--- config.mk ---
export PLATFORM = sky130hd
export DESIGN_NAME = semaforo_monitor_flat
export DESIGN_NICKNAME = d
export VERILOG_FILES = /design/src/rtl/semaforo_pkg.sv /design/src/rtl/semaforo_monitor_if.sv /design/src/rtl/semaforo_classif.sv /design/src/rtl/semaforo_monitor.sv /design/src/flat_wrapper.sv
export SDC_FILE = /design/constraint.sdc
export NUM_CORES = 1
export LEC_CHECK = 0
export ABC_AREA = 0
export BUFFER_PORTS_ARGS = -buffer_cell sky130_fd_sc_hd__clkbuf_2
export CAP_MARGIN = 20
export CORE_MARGIN = 2
export CORE_UTILIZATION = 30
export CTS_CLUSTER_SIZE = 12
export DETAILED_ROUTE_END_ITERATION = 10
export GPL_ROUTABILITY_DRIVEN = 0
export PLACE_DENSITY = 0.47
export SYNTH_ARGS = -nofsm -noshare
export SYNTH_HDL_FRONTEND = slang
export SYNTH_SLANG_ARGS = --single-unit
export TNS_END_PERCENT = 10
--- constraint.sdc ---
create_clock -name clk -period 6 [get_ports clk]
set_clock_uncertainty 0.05 [all_clocks]
set_input_delay 0 -clock clk [delete_from_list [all_inputs] [get_ports clk]]
set_output_delay 0 -clock clk [all_outputs]
set_load 0.02 [all_outputs]
--- src/rtl/semaforo_pkg.sv ---
// Shared definitions for the traffic-light bus monitor: phase/error codes, lamp indices, patterns.
package semaforo_pkg;

    localparam int unsigned LUZ_W  = 5;
    localparam int unsigned FASE_W = 3;
    localparam int unsigned ERRO_W = 3;

    // Lamp bit positions on the light bus
    localparam int unsigned CARRO_VERM  = 4;
    localparam int unsigned CARRO_AMAR  = 3;
    localparam int unsigned CARRO_VERDE = 2;
    localparam int unsigned PED_VERM    = 1;
    localparam int unsigned PED_VERDE   = 0;

    // Recognised lamp patterns
    localparam logic [LUZ_W-1:0] PAD_CARRO   = 5'b00110;
    localparam logic [LUZ_W-1:0] PAD_PED     = 5'b10001;
    localparam logic [LUZ_W-1:0] PAD_LIMPA_A = 5'b10000;
    localparam logic [LUZ_W-1:0] PAD_LIMPA_B = 5'b10010;
    localparam logic [LUZ_W-1:0] PAD_PISCA_A = 5'b00000;
    localparam logic [LUZ_W-1:0] PAD_PISCA_B = 5'b01000;

    typedef enum logic [FASE_W-1:0] {
        FASE_INIT  = 3'b000,
        FASE_CARRO = 3'b001,
        FASE_PED   = 3'b010,
        FASE_LIMPA = 3'b011,
        FASE_PISCA = 3'b100
    } fase_t;

    // Lower code = higher priority when several errors coincide
    typedef enum logic [ERRO_W-1:0] {
        ERR_NONE      = 3'b000,
        ERR_CONFLITO  = 3'b001,
        ERR_ILEGAL    = 3'b010,
        ERR_TRANSICAO = 3'b011,
        ERR_TIMEOUT   = 3'b100,
        ERR_SEM_PISCA = 3'b101
    } erro_t;

    // Allowed phase sequence: CARRO -> PED -> LIMPA -> CARRO, anything -> PISCA -> CARRO
    function automatic logic transicao_legal(input fase_t de, input fase_t para);
        logic ok;
        ok = 1'b0;
        if (de == FASE_INIT || para == FASE_PISCA || de == para) begin
            ok = 1'b1;
        end else begin
            case (de)
                FASE_CARRO: ok = (para == FASE_PED);
                FASE_PED:   ok = (para == FASE_LIMPA);
                FASE_LIMPA: ok = (para == FASE_CARRO);
                FASE_PISCA: ok = (para == FASE_CARRO);
                default:    ok = 1'b0;
            endcase
        end
        return ok;
    endfunction

endpackage

--- src/rtl/semaforo_monitor_if.sv ---
// Light bus plus monitor status outputs; master = controller/bench side, slave = monitor.
interface semaforo_monitor_if #(
    parameter int unsigned CONT_W = 5
);
    import semaforo_pkg::*;

    logic [LUZ_W-1:0]  saida_in;
    logic              limpa;
    logic [FASE_W-1:0] fase;
    logic              fase_fim;
    logic [CONT_W-1:0] ciclos;
    logic              erro;
    logic [ERRO_W-1:0] cod_erro;

    modport master (
        output saida_in, limpa,
        input  fase, fase_fim, ciclos, erro, cod_erro
    );

    modport slave (
        input  saida_in, limpa,
        output fase, fase_fim, ciclos, erro, cod_erro
    );

endinterface

--- src/rtl/semaforo_classif.sv ---
// Combinational decoder: lamp pattern -> phase class, conflict or illegal flag.
module semaforo_classif
    import semaforo_pkg::*;
(
    input  logic [LUZ_W-1:0] padrao,
    output fase_t            classe_c,
    output logic             conflito_c,
    output logic             ilegal_c
);

    // Exact patterns first; anything else is a conflict if the ped green is lit unsafely
    always_comb begin
        classe_c   = FASE_INIT;
        conflito_c = 1'b0;
        ilegal_c   = 1'b0;
        case (padrao)
            PAD_CARRO:                classe_c = FASE_CARRO;
            PAD_PED:                  classe_c = FASE_PED;
            PAD_LIMPA_A, PAD_LIMPA_B: classe_c = FASE_LIMPA;
            PAD_PISCA_A, PAD_PISCA_B: classe_c = FASE_PISCA;
            default: begin
                if (padrao[PED_VERDE] &&
                    (padrao[CARRO_VERDE] || padrao[CARRO_AMAR] || !padrao[CARRO_VERM]))
                    conflito_c = 1'b1;
                else
                    ilegal_c = 1'b1;
            end
        endcase
    end

endmodule

--- src/rtl/semaforo_monitor.sv ---
// Passive checker of the light bus: phase tracking, phase lengths and sticky error reporting.
module semaforo_monitor
    import semaforo_pkg::*;
#(
    parameter int unsigned MAX_FASE = 15,
    parameter int unsigned MAX_FIXO = 2,
    parameter int unsigned CONT_W   = 5
) (
    input  logic               clk,
    input  logic               rst,
    semaforo_monitor_if.slave  mon
);

    fase_t             classe_c;
    logic              conflito_c;
    logic              ilegal_c;

    fase_t             fase_q, fase_d;
    logic [CONT_W-1:0] cnt_q, cnt_d;
    logic [CONT_W-1:0] fixo_q, fixo_d;
    logic              to_q, to_d;
    logic              nb_q, nb_d;
    logic [LUZ_W-1:0]  prev_q;
    logic              fim_q, fim_d;
    logic [CONT_W-1:0] ciclos_q, ciclos_d;
    logic              erro_q, erro_d;
    erro_t             cod_q, cod_d;
    erro_t             err_c;

    semaforo_classif u_classif (
        .padrao     (mon.saida_in),
        .classe_c   (classe_c),
        .conflito_c (conflito_c),
        .ilegal_c   (ilegal_c)
    );

    // State and registered outputs
    always_ff @(posedge clk or negedge rst) begin
        if (!rst) begin
            fase_q   <= FASE_INIT;
            cnt_q    <= '0;
            fixo_q   <= '0;
            to_q     <= 1'b0;
            nb_q     <= 1'b0;
            prev_q   <= '0;
            fim_q    <= 1'b0;
            ciclos_q <= '0;
            erro_q   <= 1'b0;
            cod_q    <= ERR_NONE;
        end else begin
            fase_q   <= fase_d;
            cnt_q    <= cnt_d;
            fixo_q   <= fixo_d;
            to_q     <= to_d;
            nb_q     <= nb_d;
            prev_q   <= mon.saida_in;
            fim_q    <= fim_d;
            ciclos_q <= ciclos_d;
            erro_q   <= erro_d;
            cod_q    <= cod_d;
        end
    end

    // Next phase, counters, error detection and sticky error update
    always_comb begin
        fase_d   = fase_q;
        cnt_d    = cnt_q;
        fixo_d   = fixo_q;
        to_d     = to_q;
        nb_d     = nb_q;
        fim_d    = 1'b0;
        ciclos_d = ciclos_q;
        erro_d   = erro_q;
        cod_d    = cod_q;
        err_c    = ERR_NONE;

        if (conflito_c || ilegal_c) begin
            fase_d = FASE_INIT;
            cnt_d  = '0;
            fixo_d = '0;
            to_d   = 1'b0;
            nb_d   = 1'b0;
            err_c  = conflito_c ? ERR_CONFLITO : ERR_ILEGAL;
        end else if (classe_c != fase_q) begin
            // Resync to the new class even when the transition is illegal
            fase_d = classe_c;
            cnt_d  = CONT_W'(1);
            fixo_d = CONT_W'(1);
            to_d   = 1'b0;
            nb_d   = 1'b0;
            if (!transicao_legal(fase_q, classe_c))
                err_c = ERR_TRANSICAO;
        end else begin
            cnt_d = (cnt_q == '1) ? cnt_q : cnt_q + CONT_W'(1);
            if (fase_q != FASE_PISCA && !to_q && cnt_q >= CONT_W'(MAX_FASE)) begin
                err_c = ERR_TIMEOUT;
                to_d  = 1'b1;
            end
            if (fase_q == FASE_LIMPA) begin
                if (mon.saida_in == prev_q) begin
                    fixo_d = (fixo_q == '1) ? fixo_q : fixo_q + CONT_W'(1);
                    if (!nb_q && fixo_q >= CONT_W'(MAX_FIXO)) begin
                        nb_d = 1'b1;
                        if (err_c == ERR_NONE)
                            err_c = ERR_SEM_PISCA;
                    end
                end else begin
                    fixo_d = CONT_W'(1);
                end
            end
        end

        // Report the end of every real phase, including one cut short by an error
        if (fase_d != fase_q && fase_q != FASE_INIT) begin
            fim_d    = 1'b1;
            ciclos_d = cnt_q;
        end

        // First error sticks; a clear in the same cycle as a new error lets the new one in
        if (err_c != ERR_NONE) begin
            if (!erro_q || mon.limpa) begin
                erro_d = 1'b1;
                cod_d  = err_c;
            end
        end else if (mon.limpa) begin
            erro_d = 1'b0;
            cod_d  = ERR_NONE;
        end
    end

    assign mon.fase     = fase_q;
    assign mon.fase_fim = fim_q;
    assign mon.ciclos   = ciclos_q;
    assign mon.erro     = erro_q;
    assign mon.cod_erro = cod_q;

endmodule

--- src/flat_wrapper.sv ---
// flat-port wrapper written by rule: the top's interface ports become plain ports
module semaforo_monitor_flat import semaforo_pkg::*;
#(
    parameter int unsigned MAX_FASE = 15,
    parameter int unsigned MAX_FIXO = 2,
    parameter int unsigned CONT_W   = 5
)
  (clk, rst, mon_saida_in, mon_limpa, mon_fase, mon_fase_fim, mon_ciclos, mon_erro, mon_cod_erro);
  semaforo_monitor_if #(.CONT_W(CONT_W)) mon_i ();
  input  logic clk;
  input  logic rst;
  input wire logic [$bits(mon_i.saida_in)-1:0] mon_saida_in;
  input wire logic [$bits(mon_i.limpa)-1:0] mon_limpa;
  output wire logic [$bits(mon_i.fase)-1:0] mon_fase;
  output wire logic [$bits(mon_i.fase_fim)-1:0] mon_fase_fim;
  output wire logic [$bits(mon_i.ciclos)-1:0] mon_ciclos;
  output wire logic [$bits(mon_i.erro)-1:0] mon_erro;
  output wire logic [$bits(mon_i.cod_erro)-1:0] mon_cod_erro;
  assign mon_i.saida_in = mon_saida_in;
  assign mon_i.limpa = mon_limpa;
  assign mon_fase = mon_i.fase;
  assign mon_fase_fim = mon_i.fase_fim;
  assign mon_ciclos = mon_i.ciclos;
  assign mon_erro = mon_i.erro;
  assign mon_cod_erro = mon_i.cod_erro;
  semaforo_monitor #(.MAX_FASE(MAX_FASE), .MAX_FIXO(MAX_FIXO), .CONT_W(CONT_W)) u_core (.clk(clk), .rst(rst), .mon(mon_i));
endmodule
==> results of run 1 <==
cells by family (layout without fill, tap and decap cells):
group / Yosys count / after routing
xor+xnor: 10 / 10
compound gates: 44 / 44
simple gates: 66 / 66
buf+inv: 13 / 41
mux: 8 / 8
fa+ha+maj: 6 / 6
flops: 30 / 30
final cells by class:
type / count / area [sq um]
inverters: 6 / 23.8
repair buffers: 27 / 170
well taps: 72 / 90.1
clock inverters: 1 / 5.00
fillers: 582 / 3510
multi-input cells: 134 / 940
flip-flops and latches: 30 / 751
clock buffers: 7 / 86.3
final timing paths:
kind                                        startpoint                     end  slack (ps)  depth (start not counted)
worst min-delay path                               rst  u_core.mon.cod_erro[2]         270                          2
worst min register to register  u_core.mon.cod_erro[2]  u_core.mon.cod_erro[2]         450                          1
worst max register to register         u_core.cnt_q[0]  u_core.mon.cod_erro[0]        3490                          9
worst max-delay path                   u_core.cnt_q[0]  u_core.mon.cod_erro[0]        3490                          9
max in group asynchronous                          rst        u_core.prev_q[1]        5140                          2
min in group clk                u_core.mon.cod_erro[2]  u_core.mon.cod_erro[2]         450                          1
worst max-delay path, cell delays in order, from the launching register on:
cell and delay (ps):
dfrtp_1 430, ha_1 230, and3_1 200, ha_1 170, nor2_1 110, a221o_1 190
o31ai_1 120, and3_4 210, o41ai_2 340, mux2_1 350
power groups by stage:
stage / clock, mW / combinational [mW] / sequential (mW)
after global placement: 0 / 0.0690 / 0.220
after CTS: 0.172 / 0.0735 / 0.217
final: 0.168 / 0.0728 / 0.217
after detailed placement: 0 / 0.0695 / 0.221
after floorplan: 0 / 0.0420 / 0.226
after global routing: 0.181 / 0.0810 / 0.218
placed cells by master, fill, tap and decap left out, types with 2 or more instances in the layout:
master,n
a21o_1,3
a21oi_1,14
a221oi_1,2
a22oi_1,2
and2_1,2
and3_1,2
and3_4,2
clkbuf_2,20
clkbuf_8,6
clkinv_2,2
dfrtp_1,30
dlygate4sd3_1,7
ha_1,6
inv_1,5
mux2_2,6
nand2_1,7
nand2b_1,5
nand3_1,2
nand3b_1,2
nand4_1,2
nor2_1,21
nor2b_1,4
nor3_1,4
nor3b_1,3
nor4_1,2
o211ai_1,3
o21ai_0,7
o2bb2ai_1,2
or2_2,2
xnor2_1,9
state kept, by name (all words and copies together) (netlist names), 3 cells and up:
name,cells
u_core.fixo_q,5
u_core.mon.ciclos,5
u_core.prev_q,5
u_core.cnt_q,5
u_core.mon.fase,3
u_core.mon.cod_erro,3
metal layers:
metal	vias to the layer above	routed length, um
met2	47	1710
met3	11	208
li1	691	-
met1	677	1920
met4	0	85
met5	-	0
repair_timing:
item	in CTS	in global routing
setup buffers	0	0
hold buffers	7	0
hold endpoints to repair	36	0
stage by stage:
step / hold WS, ps / utilization / setup slack [ps] / power [mW] / instances
after global placement: 61.9 / 0.342 / 3570 / 0.289 / 262
after detailed placement: 59.0 / 0.342 / 3460 / 0.291 / 262
after CTS: 298 / 0.371 / 3460 / 0.463 / 277
final: 271 / 0.371 / 3490 / 0.458 / 277
after floorplan: -346 / - / 3670 / 0.268 / 177
after global routing: 327 / 0.371 / 3330 / 0.480 / 277
==> results.yml, run 1 <==
floorplan:
  die_area_sq_mm: 0.00648
  rows: 27
  start_util: 0.315
  ioPinCount: 21
  core_region_area_sq_mm: 0.00557
  die_x_um: 80.5
  die_y_um: 80.5
routing:
  vias: 1426
  drt_iter0_markers: 86
  drt_pre_antenna_iters: 4
  wl_per_cell_um: 14.2
  ant_nets: 0
  viasPerCell: 5.15
  drt-total-wl_um: 3930
  drc: 0
global_route:
  antenna_found_initial: 0
  gr-max-usage-layer: "met2"
  grt_pass1_wl_um: 6620
  grt_pass1_vias: 1385
  grt_overflow: 0
  gr-usage-met1: 0.185
  use_met2: 0.202
  grtUsageMet3: 0.0337
  grtUsageTotal: 0.135
  grt_start_max_net_pins: 31
timing:
  setup_viol: 0
  fin_crit_ps: 2510
  fmax_mhz: 398
  slew_headroom: 0.496
  hold_viol_final: 0
  tns_ps: 0
  finalCritPeriodShare: 0.419
  worstMarginPinSlew_ps: 756
  rsz0062_at_grt: "no"
  drv_slew: 0
synthesis:
  syn_inst: 177
  synth_top_area_cell: "dfrtp_1"
  yosys.area_share.xor_xnor: 0.0499
  syn-num-nets: 191
  synth_most_common_cell: "dfrtp_1"
  ys_types: 51
  synth.avg_cell_area_sq_um: 9.92
  synth_compound_area_frac: 0.177
  synth_edf_count: 0
  yosysWarnings: 0
  synthAdderAreaFrac: 0.0427
  synthTopCellsByArea: "dfrtp_1 (43%), nor2_1 (4.5%), xnor2_1 (4.5%)"
  synthSimpleGateAreaFrac: 0.215
  synthFlopType: "dfrtp_1"
  ys_async_sr_fraction: 1.00
  synthesis.area_sq_mm: 0.00176
  netlist.area_leader.share: 0.427
  ys_ff_latch: 30
  ys_top_cells_by_count: "dfrtp_1 (30), nor2_1 (21), a21oi_1 (14), xnor2_1 (9)"
  muxShareOfSynthArea: 0.0506
  synth_top_family_by_area: "simple AND/OR/NAND/NOR gates"
  seq_area_frac_synth: 0.427
power:
  power_density_mw_per_mm2: 222
  p_int_mw: 0.332
  p_clk_frac: 0.366
  leakagePower_nw: 0.885
  seq_power_share: 0.475
  power_frac_comb: 0.159
  switchingPower_mw: 0.126
  switching_share: 0.275
  max-vdd-ir-drop_uv: 121
clock_tree:
  cts-buffers-inserted: 5
  clock_sinks: 30
  cts_tree: "done"
  cts.clk_slew.worst_paths_ps: 70
  clk_latency_ps: 280
  root_buffer: "clkbuf_8"
  cts_buffer_depth: 2
  cts-resized-gates: 0
  htree_levels: 2
min_path:
  hold_path_class: "input port to async pin"
status:
  status: "finished, final reports clean"
place:
  io_buffer_count: 20
  place_area_sq_mm: 0.00190
  hpwlAfterDp_um: 2710
setup_path:
  crit_path_start_kind: "register"
  cp.arrival_ps: 2630
  critPathKind: "register to register"
  crit_path_max_fanout: 5
  required_ps: 6120
  end_kind: "register"
layout:
  drive_gt1_frac: 0.220
  nNetsFinal: 218
  fin_area_sq_mm: 0.00207
  synthToLayoutAreaGrowth_pct: 17.6
  antennaDiodeCount: 0
flow_run:
  cap_violations: 0
No activity file was read; power rests on OpenSTA's default activity.
==> inputs of run 2 (changes only) <==
==> constraint.sdc (replaced) <==
create_clock -name clk -period 2.6 [get_ports clk]
set_clock_uncertainty 0.05 [all_clocks]
set_input_delay 0 -clock clk [delete_from_list [all_inputs] [get_ports clk]]
set_output_delay 0 -clock clk [all_outputs]
set_load 0.02 [all_outputs]
==> results.yml, run 2 (same netlist as run 1, synthesis figures left out) <==
layout:
  synthToLayoutAreaGrowth_pct: 19.5
  sequential_cell_area_sq_um: 751
  layout_common_cells: "dfrtp_1 (30), nor2_1 (21), clkbuf_2 (20)"
  drive_gt1_frac: 0.240
  nNetsFinal: 221
  antennaDiodeCount: 0
  fillers: 586
  layout_commonest_cell: "dfrtp_1"
  multi_input_area_sq_um: 953
  fin_area_sq_mm: 0.00210
global_route:
  grtUsageTotal: 0.145
  grt_pass1_vias: 1429
  grt_overflow: 0
  grt_pass1_wl_um: 7060
  grt_start_max_net_pins: 31
  antenna_found_initial: 0
routing:
  ant_nets: 0
  wl_met1_um: 2020
  wl_per_cell_um: 14.8
  wl_met3_um: 124
  drc: 0
  maxUsedRoutingLayer: "met4"
  drt_iter0_markers: 87
  wl_met2_um: 1940
  drt_pre_antenna_iters: 4
  vias: 1439
  drt-total-wl_um: 4150
  viasPerCell: 5.14
floorplan:
  ioPinCount: 21
  die_x_um: 80.5
  start_util: 0.315
  core_region_area_sq_mm: 0.00557
  die_area_sq_mm: 0.00648
  die_y_um: 80.5
  rows: 27
setup_path:
  cp-endpoint: "u_core.mon.cod_erro[0]"
  critPathKind: "register to register"
  end_kind: "register"
  cp.arrival_ps: 2590
  crit_path_max_fanout: 5
  required_ps: 2710
  crit_path_start_kind: "register"
  critical_path.startpoint: "u_core.cnt_q[1]"
  rr_startpoint: "u_core.cnt_q[1]"
  regToRegSetupSlack_ps: 120
  r2r-end: "u_core.mon.cod_erro[0]"
  reg2reg_depth: 9
clock_tree:
  clk_latency_ps: 280
  cts_buffer_depth: 2
  cts_tree: "done"
  root_buffer: "clkbuf_8"
  htree_levels: 2
  cts-buffers-inserted: 5
  clock_sinks: 30
  cts.clk_slew.worst_paths_ps: 70
place:
  hpwlAfterDp_um: 2920
  io_buffer_count: 20
  place_area_sq_mm: 0.00193
timing:
  fin_crit_ps: 2480
  setup_viol: 0
  finalCritPeriodShare: 0.954
  tns_ps: 0
  drv_slew: 0
  rsz0062_at_grt: "yes"
  hold_viol_final: 0
  slew_headroom: 0.498
  worstMarginPinSlew_ps: 753
  fmax_mhz: 403
power:
  p_int_mw: 0.770
  switching_share: 0.277
  leakagePower_nw: 0.905
  power_density_mw_per_mm2: 507
  switchingPower_mw: 0.295
  seq_power_share: 0.469
  p_clk_frac: 0.363
  max-vdd-ir-drop_uv: 412
  power_frac_comb: 0.168
flow_run:
  cap_violations: 0
min_path:
  hold_path_class: "input port to register"
  hold_path_depth: 2
status:
  status: "finished, final reports clean"
## run 2: cell types whose count changed in the layout (fill, tap and decap cells not counted), sizes merged
cell	delta
buf	+4
dlygate4sd3	-1
## run 2: final cells by class
class | instances | area share
well taps | 72 | 0.0429
inverters | 6 | 0.0113
clock buffers | 7 | 0.0411
multi-input cells | 134 | 0.454
repair buffers | 30 | 0.0906
flip-flops and latches | 30 | 0.358
clock inverters | 1 | 0.00238
## run 2: timing repair
action | 4_1_cts | 5_1_grt
gates resized for setup | 0 | 3
hold buffers | 6 | 0
buffers inserted | 0 | 1
endpoints found under the setup margin | 0 | 2
hold endpoints to repair | 35 | 0
## run 2: layer usage
metal,track usage,vias to the layer above
met5,0,-
met4,0.0407,0
met3,0.0404,7
met2,0.223,31
met1,0.197,706
li1,-,695
## run 2: critical path, stage by stage (launching register included)
cell and delay (ps):
dfrtp_1 420, ha_1 210, and3_1 200, ha_1 180
nor2_1 100, a221o_1 190, o31ai_1 120, and3_4 220
o41ai_4 310, mux2_1 360
## run 2: how the worst min path moves through the flow
stage / startpoint / end
3_3_place_gp: rst / u_core.mon.fase[0]
6_report: mon_saida_in[0] / u_core.prev_q[0]
3_5_place_dp: rst / u_core.mon.erro
4_1_cts: mon_saida_in[0] / u_core.prev_q[0]
2_1_floorplan: rst / u_core.cnt_q[0]
5_1_grt: mon_saida_in[0] / u_core.prev_q[0]
## run 2: per-stage QoR
step / power (mW) / std cells / setup slack [ps] / hold slack (ps) / utilization
floorplan: 0.619 / 177 / 267 / -346 / -
global placement: 0.671 / 265 / 170 / 57.0 / 0.346
detailed placement: 0.676 / 265 / 40.7 / 59.8 / 0.346
CTS: 1.07 / 279 / 45.4 / 37.0 / 0.373
global route: 1.13 / 280 / -13.1 / 50.7 / 0.377
finish: 1.06 / 280 / 118 / 39.2 / 0.377
## run 2: power by group through the flow
stage          logic [mW]  clock network [mW]  registers (mW)
4_1_cts             0.175               0.395           0.500
6_report            0.179               0.386           0.500
5_1_grt             0.199               0.424           0.502
3_5_place_dp        0.167                   0           0.509
3_3_place_gp        0.164                   0           0.507
2_1_floorplan      0.0969                   0           0.522
==> inputs of run 3 (changes only) <==
--- a/config.mk
+++ b/config.mk
@@ -16,5 +16,6 @@
 export PLACE_DENSITY = 0.47
 export SYNTH_ARGS = -nofsm -noshare
 export SYNTH_HDL_FRONTEND = slang
+export SYNTH_HIERARCHICAL = 1
 export SYNTH_SLANG_ARGS = --single-unit
 export TNS_END_PERCENT = 10
==> results.yml, run 3 <==
layout:
  antennaDiodeCount: 0
  layout_common_cells: "dfrtp_1 (30), clkbuf_2 (18), nor2_1 (17)"
  drive_gt1_frac: 0.275
  nNetsFinal: 220
  synthToLayoutAreaGrowth_pct: 25.4
  fin_area_sq_mm: 0.00218
  layout_commonest_cell: "dfrtp_1"
  post-route-util: 0.393
setup_path:
  critPathKind: "input port to register"
  regToRegSetupSlack_ps: 380
  cp.arrival_ps: 2630
  end_kind: "register"
  cp_slowest_stage_delay_ps: 520
  path_depth: 11
  crit_buf_inv: 2
  r2r-end: "u_core/mon.cod_erro[2]"
  cp_cell_sequence: "dlygate4sd3_1 -> clkbuf_2 -> nand2b_1 -> mux2_2 -> nor3_4 -> o21ai_1 -> a31oi_1 -> o32ai_2 -> a211oi_4 -> nor3_1 -> a221o_1"
  rr_startpoint: "u_core/cnt_q[0]"
  required_ps: 2710
  reg2reg_depth: 9
  crit_family: "compound AO/OA/AOI/OAI gates"
  crit_path_max_fanout: 7
  slowest_stage: "dlygate4sd3_1"
  crit_path_start_kind: "input port"
status:
  status: "finished, final reports clean"
timing:
  setup_viol: 0
  drv_slew: 0
  slew_headroom: 0.486
  worstMarginPinSlew_ps: 772
  holdWs_ps: 42.3
  hold_viol_final: 0
  fin_crit_ps: 2520
  finalCritPeriodShare: 0.969
  fmax_mhz: 397
  fin_ws_ps: 80.3
floorplan:
  die_area_sq_mm: 0.00641
  ioPinCount: 21
  die_y_um: 80.1
  start_util: 0.313
  die_x_um: 80.1
  core_region_area_sq_mm: 0.00554
  rows: 27
routing:
  drt_pre_antenna_iters: 4
  viasPerCell: 5.06
  ant_nets: 0
  vias: 1412
  wl_per_cell_um: 14.4
  drc: 0
  drt-total-wl_um: 4020
  drt_iter0_markers: 77
power:
  max-vdd-ir-drop_uv: 257
  total_power_mw: 1.27
  leakagePower_nw: 0.968
  power_density_mw_per_mm2: 584
place:
  io_buffer_count: 20
  place_area_sq_mm: 0.00193
  place_ws_ps: 276
  hpwlAfterDp_um: 2790
clock_tree:
  cts_buffer_depth: 2
  htree_levels: 2
  cts-buffers-inserted: 5
  clk_latency_ps: 280
  cts_tree: "done"
  cts.clk_slew.worst_paths_ps: 70
  root_buffer: "clkbuf_8"
  clock_sinks: 30
flow_run:
  cap_violations: 0
synthesis:
  synthesis.area_sq_mm: 0.00174
  synth.avg_cell_area_sq_um: 10.1
  ys_ff_latch: 30
  syn-num-nets: 186
  synthTopCellsByArea: "dfrtp_1 (43%), mux2_2 (4.5%), ha_1 (4.3%)"
  synth_most_common_cell: "dfrtp_1"
  synth_top_area_cell: "dfrtp_1"
  synthFlopType: "dfrtp_1"
  ys_types: 57
  yosysWarnings: 6
  netlist.area_leader.share: 0.432
  seq_area_frac_synth: 0.432
  ys_top_cells_by_count: "dfrtp_1 (30), nor2_1 (17), a21oi_1 (10), inv_1 (9), mux2_2 (7)"
  syn_inst: 172
  ys_async_sr_fraction: 1.00
  synth_edf_count: 0
global_route:
  grt_pass1_wl_um: 6660
  antenna_found_initial: 0
  grt_pass1_vias: 1397
  grtUsageTotal: 0.134
  grt_overflow: 0
  grt_start_max_net_pins: 31
min_path:
  min_from: "mon_saida_in[4]"
  hold_path_class: "input port to register"
  hold_path_depth: 1
  holdPathEnd: "u_core/prev_q[4]"
run 3: changes by cell type in the layout (fill, tap and decap cells not counted), moves of 3 or more:
cell      previous run  this run
nor2_1              21        17
o211ai_1             3         0
a21oi_1             14        10
o21ai_1              1         4
xnor2_1              9         6
a21o_1               3         0
buf_4                4         7
xor2_1               1         4
inv_1                5         9
run 3: layout make-up:
| cell class | count | area [sq um] |
|---|---|---|
| well taps | 72 | 90.1 |
| repair buffers | 33 | 220 |
| multi-input cells | 126 | 937 |
| fillers | 562 | 3360 |
| clock buffers | 6 | 82.6 |
| flip-flops and latches | 30 | 751 |
| inverters | 10 | 37.5 |
| clock inverters | 2 | 60.1 |
run 3: cells by family (layout without fill, tap and decap cells):
logic type / count (synthesis) / in the layout / synth area share
adders and majority gates: 6 / 6 / 0.0432
DFF: 30 / 30 / 0.432
muxes: 8 / 8 / 0.0512
xor gates and xnor gates: 10 / 10 / 0.0504
AOI/OAI and AO/OA: 41 / 41 / 0.170
buffers and inverters: 16 / 51 / 0.0403
and+or+nand+nor: 61 / 61 / 0.213
run 3: timing repair:
item | CTS | global route
endpoints found under the setup margin | 0 | 18
endpoints found under the hold margin | 36 | 0
hold buffers | 7 | 0
buffers inserted | 0 | 2
resized for setup | 0 | 5
run 3: through the flow:
| step | TNS [ps] | instances |
|---|---|---|
| after floorplan | 0 | 172 |
| after global placement | 0 | 263 |
| after detailed placement | 0 | 263 |
| after CTS | 0 | 278 |
| after global routing | -65.6 | 279 |
| final | 0 | 279 |
run 3: per-layer routing:
metal,vias to the layer above,global-route usage,share of wire
li1,679,-,-
met1,687,0.181,0.48
met2,38,0.204,0.46
met3,8,0.0382,0.042
met4,0,0.0441,0.019
met5,-,0,0
run 3: worst max-delay path by stage:
stage,start,end
after floorplan,u_core/cnt_q[0],u_core/mon.cod_erro[2]
after global placement,mon_saida_in[4],u_core/mon.cod_erro[2]
after detailed placement,mon_saida_in[4],u_core/mon.cod_erro[2]
after CTS,mon_saida_in[4],u_core/mon.cod_erro[2]
after global routing,mon_saida_in[1],u_core/mon.cod_erro[2]
final,mon_saida_in[1],u_core/mon.cod_erro[2]
run 3: power by group:
group          switching (mW)  total (mW)  internal [mW]
Sequential             0.0169       0.505          0.488
Combinational           0.102       0.175         0.0723
Clock                   0.184       0.592          0.409
Total                   0.303        1.27          0.969
